### config.mk
export PLATFORM = sky130hd
export DESIGN_NAME = spi_xfer_seq
export DESIGN_NICKNAME = d
export VERILOG_FILES = /design/src/rtl/spi_xfer_seq.sv
export SDC_FILE = /design/constraint.sdc
export NUM_CORES = 1
export LEC_CHECK = 0
export ABC_AREA = 1
export BUFFER_PORTS_ARGS = -buffer_cell sky130_fd_sc_hd__buf_2
export CAP_MARGIN = 40
export CORE_MARGIN = 4
export CORE_UTILIZATION = 30
export CTS_CLUSTER_SIZE = 12
export DETAILED_ROUTE_END_ITERATION = 8
export PLACE_DENSITY = 0.55
export SYNTH_ARGS = -nofsm -noshare
export SYNTH_HDL_FRONTEND = slang
export SYNTH_SLANG_ARGS = --single-unit
### constraint.sdc
create_clock -name clk_i -period 2.39 [get_ports clk_i]
set_clock_uncertainty 0.2 [all_clocks]
set_input_delay 0.1195 -clock clk_i [delete_from_list [all_inputs] [get_ports clk_i]]
set_output_delay 0.1195 -clock clk_i [all_outputs]
set_load 0.05 [all_outputs]
### src/rtl/spi_xfer_seq.sv
// spi_xfer_seq: autonomous command sequencer for the spi_core register port.
// Programs divider/slave-select, sends a header word, then reads N data words onto a stream.
module spi_xfer_seq #(
  parameter int unsigned LenW     = 8,
  parameter logic [15:0] ClkDiv   = 16'd1,
  parameter logic [7:0]  SsMask   = 8'h01,
  parameter logic [31:0] CtrlVal  = 32'h0000_2020,
  parameter int unsigned GoBit    = 8,
  parameter logic [7:0]  CtrlAddr = 8'h10,
  parameter logic [7:0]  DivAddr  = 8'h14,
  parameter logic [7:0]  SsAddr   = 8'h18,
  parameter logic [7:0]  Tx0Addr  = 8'h00,
  parameter logic [7:0]  Rx0Addr  = 8'h00,
  parameter int unsigned TimeoutW = 16
) (
  input  logic            clk_i,
  input  logic            rst_ni,
  input  logic            req_valid_i,
  output logic            req_ready_o,
  input  logic [7:0]      req_cmd_i,
  input  logic [23:0]     req_addr_i,
  input  logic [LenW-1:0] req_words_i,
  output logic            rsp_valid_o,
  input  logic            rsp_ready_i,
  output logic [31:0]     rsp_data_o,
  output logic            rsp_err_o,
  output logic            busy_o,
  output logic            reg_we_o,
  output logic            reg_re_o,
  output logic [7:0]      reg_addr_o,
  output logic [31:0]     reg_wdata_o,
  output logic [3:0]      reg_be_o,
  input  logic [31:0]     reg_rdata_i,
  input  logic            reg_err_i
);

  typedef enum logic [3:0] {
    ST_IDLE    = 4'd0,
    ST_DIV     = 4'd1,
    ST_SS_ON   = 4'd2,
    ST_TX_WR   = 4'd3,
    ST_GO_WR   = 4'd4,
    ST_POLL    = 4'd5,
    ST_RX_RD   = 4'd6,
    ST_RSP     = 4'd7,
    ST_SS_OFF  = 4'd8,
    ST_ERR_SS  = 4'd9,
    ST_ERR_RSP = 4'd10
  } state_e;

  localparam logic [31:0]         CtrlGo  = CtrlVal | (32'h0000_0001 << GoBit);
  localparam logic [TimeoutW-1:0] TmoLast = {{(TimeoutW-1){1'b1}}, 1'b0};
  localparam logic [TimeoutW-1:0] TmoOne  = {{(TimeoutW-1){1'b0}}, 1'b1};
  localparam logic [LenW-1:0]     WordOne = {{(LenW-1){1'b0}}, 1'b1};

  state_e              state_r, state_s;
  logic                hdr_phase_r, hdr_phase_s;
  logic [LenW-1:0]     words_left_r;
  logic [31:0]         header_r;
  logic [TimeoutW-1:0] tmo_cnt_r;

  logic                we_d_s, re_d_s, ready_d_s, valid_d_s, err_d_s, busy_d_s;
  logic [7:0]          addr_d_s;
  logic [31:0]         wdata_d_s;

  logic                accept_s, err_hit_s, busy_bit_s, tmo_sat_s, rsp_fire_s;
  logic [LenW-1:0]     words_dec_s;

  assign accept_s    = (state_r == ST_IDLE) && req_valid_i && req_ready_o;
  // An error on the closing SS write of the error path itself is ignored.
  assign err_hit_s   = (reg_we_o || reg_re_o) && reg_err_i && (state_r != ST_ERR_SS);
  assign busy_bit_s  = reg_rdata_i[GoBit];
  assign tmo_sat_s   = (tmo_cnt_r == TmoLast);
  assign rsp_fire_s  = rsp_valid_o && rsp_ready_i;
  assign words_dec_s = words_left_r - WordOne;

  // State register
  always_ff @(posedge clk_i or negedge rst_ni) begin
    if (!rst_ni) begin
      state_r     <= ST_IDLE;
      hdr_phase_r <= 1'b0;
    end else begin
      state_r     <= state_s;
      hdr_phase_r <= hdr_phase_s;
    end
  end

  // Next-state logic
  always_comb begin
    state_s     = state_r;
    hdr_phase_s = hdr_phase_r;
    if (err_hit_s) begin
      state_s = ST_ERR_SS;
    end else begin
      case (state_r)
        ST_IDLE:   state_s = accept_s ? ST_DIV : ST_IDLE;
        ST_DIV:    state_s = ST_SS_ON;
        ST_SS_ON: begin
          state_s     = ST_TX_WR;
          hdr_phase_s = 1'b1;
        end
        ST_TX_WR:  state_s = ST_GO_WR;
        ST_GO_WR:  state_s = ST_POLL;
        ST_POLL: begin
          if (!busy_bit_s) begin
            if (hdr_phase_r) begin
              hdr_phase_s = 1'b0;
              state_s     = (words_left_r != {LenW{1'b0}}) ? ST_TX_WR : ST_SS_OFF;
            end else begin
              state_s = ST_RX_RD;
            end
          end else if (tmo_sat_s) begin
            state_s = ST_ERR_SS;
          end else begin
            state_s = ST_POLL;
          end
        end
        ST_RX_RD:  state_s = ST_RSP;
        ST_RSP: begin
          if (rsp_fire_s) begin
            state_s = (words_dec_s != {LenW{1'b0}}) ? ST_TX_WR : ST_SS_OFF;
          end else begin
            state_s = ST_RSP;
          end
        end
        ST_SS_OFF:  state_s = ST_IDLE;
        ST_ERR_SS:  state_s = ST_ERR_RSP;
        ST_ERR_RSP: state_s = rsp_fire_s ? ST_IDLE : ST_ERR_RSP;
        default:    state_s = ST_IDLE;
      endcase
    end
  end

  // Output decode from the next state so the registered outputs line up with the state
  always_comb begin
    we_d_s    = 1'b0;
    re_d_s    = 1'b0;
    addr_d_s  = 8'h00;
    wdata_d_s = 32'h0000_0000;
    ready_d_s = 1'b0;
    valid_d_s = 1'b0;
    err_d_s   = 1'b0;
    busy_d_s  = (state_s != ST_IDLE);
    case (state_s)
      ST_IDLE:   ready_d_s = 1'b1;
      ST_DIV: begin
        we_d_s    = 1'b1;
        addr_d_s  = DivAddr;
        wdata_d_s = {16'h0000, ClkDiv};
      end
      ST_SS_ON: begin
        we_d_s    = 1'b1;
        addr_d_s  = SsAddr;
        wdata_d_s = {24'h00_0000, SsMask};
      end
      ST_TX_WR: begin
        we_d_s    = 1'b1;
        addr_d_s  = Tx0Addr;
        wdata_d_s = hdr_phase_s ? header_r : 32'h0000_0000;
      end
      ST_GO_WR: begin
        we_d_s    = 1'b1;
        addr_d_s  = CtrlAddr;
        wdata_d_s = CtrlGo;
      end
      ST_POLL: begin
        re_d_s   = 1'b1;
        addr_d_s = CtrlAddr;
      end
      ST_RX_RD: begin
        re_d_s   = 1'b1;
        addr_d_s = Rx0Addr;
      end
      ST_RSP:    valid_d_s = 1'b1;
      ST_SS_OFF, ST_ERR_SS: begin
        we_d_s    = 1'b1;
        addr_d_s  = SsAddr;
        wdata_d_s = 32'h0000_0000;
      end
      ST_ERR_RSP: begin
        valid_d_s = 1'b1;
        err_d_s   = 1'b1;
      end
      default: begin
        we_d_s = 1'b0;
      end
    endcase
  end

  // Registered outputs
  always_ff @(posedge clk_i or negedge rst_ni) begin
    if (!rst_ni) begin
      req_ready_o <= 1'b0;
      rsp_valid_o <= 1'b0;
      rsp_err_o   <= 1'b0;
      busy_o      <= 1'b0;
      reg_we_o    <= 1'b0;
      reg_re_o    <= 1'b0;
      reg_addr_o  <= 8'h00;
      reg_wdata_o <= 32'h0000_0000;
      reg_be_o    <= 4'h0;
      rsp_data_o  <= 32'h0000_0000;
    end else begin
      req_ready_o <= ready_d_s;
      rsp_valid_o <= valid_d_s;
      rsp_err_o   <= err_d_s;
      busy_o      <= busy_d_s;
      reg_we_o    <= we_d_s;
      reg_re_o    <= re_d_s;
      reg_addr_o  <= addr_d_s;
      reg_wdata_o <= wdata_d_s;
      reg_be_o    <= (we_d_s || re_d_s) ? 4'hF : 4'h0;
      if (state_r == ST_RX_RD) begin
        rsp_data_o <= reg_rdata_i;
      end else if (state_s == ST_ERR_RSP) begin
        rsp_data_o <= 32'h0000_0000;
      end else begin
        rsp_data_o <= rsp_data_o;
      end
    end
  end

  // Request latch, word counter and busy-poll timeout
  always_ff @(posedge clk_i or negedge rst_ni) begin
    if (!rst_ni) begin
      header_r     <= 32'h0000_0000;
      words_left_r <= {LenW{1'b0}};
      tmo_cnt_r    <= {TimeoutW{1'b0}};
    end else begin
      if (accept_s) begin
        header_r     <= {req_cmd_i, req_addr_i};
        words_left_r <= req_words_i;
      end else if (state_r == ST_RSP && rsp_fire_s) begin
        words_left_r <= words_dec_s;
      end else begin
        words_left_r <= words_left_r;
      end
      if (state_r == ST_GO_WR) begin
        tmo_cnt_r <= {TimeoutW{1'b0}};
      end else if (state_r == ST_POLL && busy_bit_s) begin
        tmo_cnt_r <= tmo_cnt_r + TmoOne;
      end else begin
        tmo_cnt_r <= tmo_cnt_r;
      end
    end
  end

endmodule

=== Yosys cells after proc, flatten, opt, wreduce, memory -nomap -nowiden ===
Cells that the tools add are included.

* Register bits after elaboration: 143
* Bits in latches: 0
* RAM bits: 0
* Memory bits (read-only): 0
* Input port bits: 77
* Word-level logic and storage cells: 89
* Memories: 0

* Add/sub/neg operators: 2
* Multipliers: 0
* Divide/modulo/power cells: 0
* Order comparisons: 0
* Equality and inequality tests: 21
* Shift operators: 0
* Mux-type cells: 28
* Bitwise logic cells: 0
* Reduce and logical (&&, ||, !) cells: 23

{| class="wikitable"
|+ Operators by type and width
! cell !! count
|-
| two-way mux 32 bit || 3
|-
| one-hot mux 32 bit (3 select lines) || 1
|-
| one-hot mux 4 bit (10 select lines) || 1
|-
| two-way mux 4 bit || 9
|-
| equality test 4 x 3 -> 1 bit (second input constant) || 8
|-
| two-way mux 16 bit || 2
|-
| equality test 4 bit (second input constant) || 5
|-
| adder 16 x 1 -> 16 bit (second input constant) || 1
|-
| equality test 16 bit (second input constant) || 1
|-
| equality test 4 x 2 -> 1 bit (second input constant) || 4
|-
| two-way mux 8 bit || 2
|-
| nonzero test 8 bit || 2
|-
| one-hot mux 5 bit (3 select lines) || 1
|-
| equality test 4 x 1 -> 1 bit (second input constant) || 2
|-
| logical NOT 4 bit || 2
|-
| two-way mux 1 bit || 8
|-
| OR reduction 2 bit || 4
|-
| subtractor 8 x 1 -> 8 bit (second input constant) || 1
|-
| logical AND 1 bit || 7
|-
| nonzero test 2 bit || 3
|-
| OR reduction 6 bit || 1
|-
| != test 4 bit (second input constant) || 1
|-
| nonzero test 4 bit || 1
|-
| OR reduction 3 bit || 1
|-
| other kinds (2) || 3
|}

=== Depth between registers and ports, before layout ===
* Depth in word-level cells: 11
* Depth in mapped cells: 17

=== Worst setup path before layout ===
No wires, ideal clock.

* Path type: register to register
* From: register words_left_r[0]
* To: register rsp_data_o[14]
* Library setup time: 0.120 ns
* Arrival: 1.970 ns
* Data required time: 2.070 ns
* Path slack: 0.100 ns
* Stages on the path, launching flop included: 15
* Clock period less this slack: 2.290 ns
* Cells stage by stage: dfrtp_1 -> inv_1 -> ha_1 -> nand2_1 -> o21ai_0 -> nand2_1 -> nor2_1 -> nand3_2 -> nand2_4 -> nand4_4 -> nor2_4 -> nand2_4 -> buf_6 -> nand3_1 -> nand2_1

* Cells in the longest elaborated chain, start to end: 8
* Elaborated cells between the ends (all ways): 12

{| class="wikitable"
|+ RTL lines
! element !! RTL line !! RTL
|-
| start, declared || 58 || <nowiki>logic [LenW-1:0] words_left_r;</nowiki>
|-
| start signal, assigned || 227 || <nowiki>words_left_r <= {LenW{1'b0}};</nowiki>
|-
| start signal, assigned || 232 || <nowiki>words_left_r <= req_words_i;</nowiki>
|-
| start signal, assigned || 234 || <nowiki>words_left_r <= words_dec_s;</nowiki>
|-
| subtractor 8 x 1 -> 8 bit / nonzero test 8 bit (equally long branches) || 75, 108 ||
|-
| nonzero test 8 bit / two-way mux 4 bit (equally long branches) || 121, 108 ||
|-
| two-way mux 4 bit (on tied branches) || 121, 106 ||
|-
| two-way mux 4 bit (on tied branches) || 120, 105 ||
|-
| one-hot mux 4 bit (10 select lines) (*) || 95 || <nowiki>case (state_r)</nowiki>
|-
| two-way mux 4 bit (*) || 92 || <nowiki>if (err_hit_s) begin</nowiki>
|-
| named net state_s[0] || 56 || <nowiki>state_e state_r, state_s;</nowiki>
|-
| equality test 4 bit (*) || 215 || <nowiki>end else if (state_s == ST_ERR_RSP) begin</nowiki>
|-
| nonzero test 2 bit (no source line) (*) || n/a ||
|-
| end signal, assigned || 214 || <nowiki>rsp_data_o <= reg_rdata_i;</nowiki>
|-
| end signal, assigned || 218 || <nowiki>rsp_data_o <= rsp_data_o;</nowiki>
|-
| end, declared || 25 || <nowiki>output logic [31:0] rsp_data_o,</nowiki>
|}

The timed path passes the listed nets; every way through them passes the cells marked *.
A chain may end at the register's enable or synchronous reset.

=== Final worst setup path ===
* From: register words_left_r[1]
* To: register rsp_data_o[29]

Same word-level chain as after synthesis.

==> impl.org <==
** Status
- Outcome :: finished, final reports clean

** STA
- Crit path setup slack, layout :: 0.09228 ns
- Minimum period implied by the final worst setup slack :: 2.298 ns
- Max-slew violations :: 0
- Worst Hold Margin :: 0.03918 ns
- Worst slew margin relative to its limit :: 0.6452
- Slew at the pin closest to its max-slew limit :: 0.5322 ns
- Setup repair after global routing could not meet its margin everywhere.
- Setup violations remaining at the end of the flow were counted as 0.
- Total count of hold-check failures in the final report :: 0
- Dividing the final minimum period by the clock period gives 0.9614.
- Derived from the worst setup path, the maximum achievable clock frequency is 435.2 MHz.

** Setup path
- Critical Path End Type :: flip-flop
- By startpoint and endpoint, the worst setup path is classified as flip-flop to flip-flop.
- The worst setup path is launched from a flip-flop.
- Arrival time reported for the critical path endpoint :: 2.39 ns
- Data on the critical path is required at its endpoint by 2.48 ns.
- Max Fanout on Critical Path :: 6

** Clocking
- The cell sitting at the root of the clock tree is a clkbuf_16.
- TritonCTS created 17 clock buffers.
- Clock net sink count :: 135
- Reg clk slew, reported paths :: 0.06 ns
- Maximum buffer depth of the clock tree :: 2
- CTS built an H-tree with a depth of 4.
- CTS tree :: yes
- Clock latency on the worst-skew pair, taken at its later pin, is 0.41 ns.

** Route
- Vias :: 5272
- The detailed router finished its first iteration with 192 violations.
- After detailed routing, the average wire length per cell comes to 13.40 um.
- In this run the top signal layer used is met5.
- For this block, wires on met1 add up to 7409 um.
- In the routed design, unresolved DRC markers number 0.
- The routed design has 16280 um of wire.
- The count of nets left with antenna violations once routing finished came out at 0.
- First-pass iteration count of the detailed router :: 4
- In the routed layout, each cell is associated on average with a via count of 4.339.
- Met2 WL :: 7547 um
- Met3 layer wire length in the routed design :: 1054 um

** Power
- Summed over all nets, the switching power comes to 4.344 mW.
- Internal power consumption :: 6.092 mW
- Clock Power Share :: 0.237
- Proportion of total power due to net switching :: 0.4162
- Reg power frac :: 0.325
- Summed over all cells, the static leakage comes to 4.627 nW.
- The share of total power dissipated in combinational logic is 0.438.
- IR analysis of the VDD net gives a maximum drop of 0.0005859 V.
- Power per unit of standard cell area :: 1193 mW/mm^2

** Yosys
- Synthesis handed over a netlist of 681 instances.
- Primary FF master, synth :: dfrtp_1
- Most numerous cell in the Yosys netlist :: nand2_1
- Yosys printed 0 warnings.
- Counting flops and latches in the post-synthesis netlist gives 135.
- The share of the Yosys chip area taken by registers is 0.5683.
- Synth Cell Area :: 0.005944 mm^2
- The number of different library cells used by synthesis comes to 35.
- The largest total area in the synthesized netlist belongs to dfrtp_1.
- Proportion of netlist area held by the largest area contributor :: 0.5683
- By count the netlist is led by nand2_1, dfrtp_1, nor2_1.
- Ranked by total cell area, the synthesized netlist is headed by dfrtp_1, nand2_1, nor2_1, nand3_1, nand3_2.
- Of all flip-flops after synthesis, the portion carrying an async set or reset was 1.000.
- Number of flops mapped to enable cells by yosys :: 0
- Mean instance size in the synthesized netlist :: 8.729 um^2

** Floorplan
- From bottom edge to top edge, the die measures 148.8 um.
- For this configuration, the core starts out at a cell density of 0.3054.
- The core region is 0.01946 mm^2.
- Number of top-level pins :: 159
- In this run the core area contains 51 standard-cell rows.
- The die covers 0.02213 mm^2.
- Horizontal extent of the die :: 148.8 um

** Worst hold path
- Path category of the worst min-delay check :: primary input to async pin

** Global routing
- Entering global routing, the biggest net connects 60 pins.
- The number of global-route vias before repair was 5277.
- Across every metal layer, demand over resource in global routing totals 0.1456.
- The initial antenna violation count was 1.
- Global-route wire length before repair :: 26050 um
- Overflow left after global routing :: 0

** Place
- At the end of routability-driven placement, the weighted congestion stood at 0.8602.
- The wire-length estimate of the detail-placed layout is 10520 um.
- Setup slack at placement :: -0.006911 ns
- IO Port Bufs :: 153

** Layout
- Of the cells placed in the final design, the portion with a size suffix greater than 1 is 0.3179.
- Net count, final :: 1019
- Count of inserted antenna diode cells :: 0
- The area growth from synthesis to layout is 47.11%.
- At the end of the flow the core is filled with cells to 0.4493.

** Job
- Number of max-cap violations :: 0
## worst paths after layout
check | start | end | slack (ns) | depth (start not counted)
max | words_left_r[1]$_DFFE_PN0P_ | rsp_data_o[29]$_DFFE_PN0P_ | 0.09 | 15
min | rst_ni | words_left_r[5]$_DFFE_PN0P_ | 0.04 | 2
max reg2reg | words_left_r[1]$_DFFE_PN0P_ | rsp_data_o[29]$_DFFE_PN0P_ | 0.09 | 15
min reg2reg | header_r[13]$_DFFE_PN0P_ | header_r[13]$_DFFE_PN0P_ | 0.28 | 2
max in group asynchronous | rst_ni | header_r[0]$_DFFE_PN0P_ | 1.18 | 3
min in group clk_i | reg_err_i | state_r[2]$_DFF_PN0_ | 0.10 | 4
## worst max-delay path: stages (launching register included)
cell	delay (ns)
dfrtp_1	0.38
inv_2	0.08
buf_4	0.11
ha_1	0.12
nand3_1	0.07
nor2_1	0.10
nand3_1	0.08
nor2_2	0.14
nand3_2	0.09
nand2_4	0.11
nand4_4	0.10
nor2_4	0.17
nand2_8	0.11
clkbuf_16	0.18
nand3_2	0.05
nand2_1	0.06
## cells by family (layout without fill, tap and decap cells)
family | count (synthesis) | count (layout) | synth area share
other | 1 | 5 | 0.0006308
and+or+nand+nor | 412 | 412 | 0.3126
adders and majority gates | 4 | 4 | 0.008420
DFF | 135 | 135 | 0.5683
buffers and inverters | 81 | 346 | 0.06462
AOI/OAI and AO/OA | 48 | 48 | 0.04547
## state kept, by name, summed over array words and instances (netlist names)
| register | cells |
|---|---|
| busy_o | 1 |
| hdr_phase_r | 1 |
| header_r | 32 |
| reg_addr_o | 3 |
| reg_be_o | 1 |
| reg_re_o | 1 |
| reg_wdata_o | 32 |
| reg_we_o | 1 |
| req_ready_o | 1 |
| rsp_data_o | 32 |
| rsp_err_o | 1 |
| rsp_valid_o | 1 |
| state_r | 4 |
| tmo_cnt_r | 16 |
| words_left_r | 8 |
## per-layer routing
metal	vias up	track usage
met5	-	0
met4	2	0.04302
met3	25	0.05014
li1	2665	-
met2	133	0.2303
met1	2447	0.1905
## through the flow
stage	power [mW]	setup TNS, ns	std cells	cell area, um^2
3_3_place_gp	7.361	0	1097	7123
5_1_grt	11.16	-1.978	1215	8745
6_report	10.44	0	1215	8745
3_5_place_dp	7.387	-0.01180	1097	7123
4_1_cts	10.04	0	1202	8417
2_1_floorplan	6.281	0	685	5959
## area by class of cell
cell class,instances,area (um^2)
clock buffer,22,444.2
clock inverter,9,103.9
fill,1904,10720
inverter,49,186.4
multi-input combinational,469,2356
sequential,135,3382
tap,265,331.6
timing repair buffer,266,1941
## power groups by stage
stage | registers [mW] | clock network (mW) | logic, mW
after floorplan | 4.23 | 0 | 2.05
after global placement | 3.39 | 0 | 3.97
after detailed placement | 3.38 | 0 | 4.00
after CTS | 3.36 | 2.56 | 4.12
after global routing | 3.47 | 2.65 | 5.04
final | 3.39 | 2.48 | 4.57
## timing repair
item	4_1_cts	5_1_grt
resized for setup	1	45
gates cloned	0	5
hold buffers	74	0
setup buffers	0	8
hold endpoints to repair	208	0
pin swaps	0	19
endpoints found under the setup margin	17	75
## cells in the final DEF, fill, tap and decap left out, types with 2 or more instances in the layout
| cell | synthesis | layout |
|---|---|---|
| buf_4 | 11 | 28 |
| a32o_1 | 2 | 2 |
| dfrtp_2 | 0 | 3 |
| nand4_1 | 7 | 7 |
| a21oi_1 | 14 | 14 |
| buf_12 | 0 | 6 |
| nand3_1 | 43 | 24 |
| clkbuf_1 | 11 | 5 |
| dlygate4sd3_1 | 0 | 74 |
| nand2_2 | 5 | 6 |
| clkinv_2 | 0 | 4 |
| nand2_4 | 2 | 3 |
| o21ai_0 | 18 | 17 |
| nand2_1 | 245 | 242 |
| nor2_1 | 70 | 62 |
| bufinv_16 | 0 | 2 |
| buf_2 | 5 | 152 |
| dfrtp_1 | 135 | 132 |
| a211oi_1 | 2 | 2 |
| inv_1 | 41 | 38 |
| clkbuf_16 | 0 | 20 |
| nor3_2 | 3 | 3 |
| inv_2 | 6 | 9 |
| clkinvlp_4 | 0 | 2 |
| nand4_4 | 2 | 2 |
| nand3_2 | 16 | 35 |
| buf_6 | 4 | 3 |
| nor3_1 | 7 | 7 |
| conb_1 | 1 | 5 |
| o22ai_1 | 5 | 5 |
| nor2_4 | 3 | 4 |
| o21ai_1 | 4 | 5 |
| ha_1 | 4 | 3 |
| nor2_2 | 7 | 14 |
Note: power is estimated with default switching activity, not from simulation.
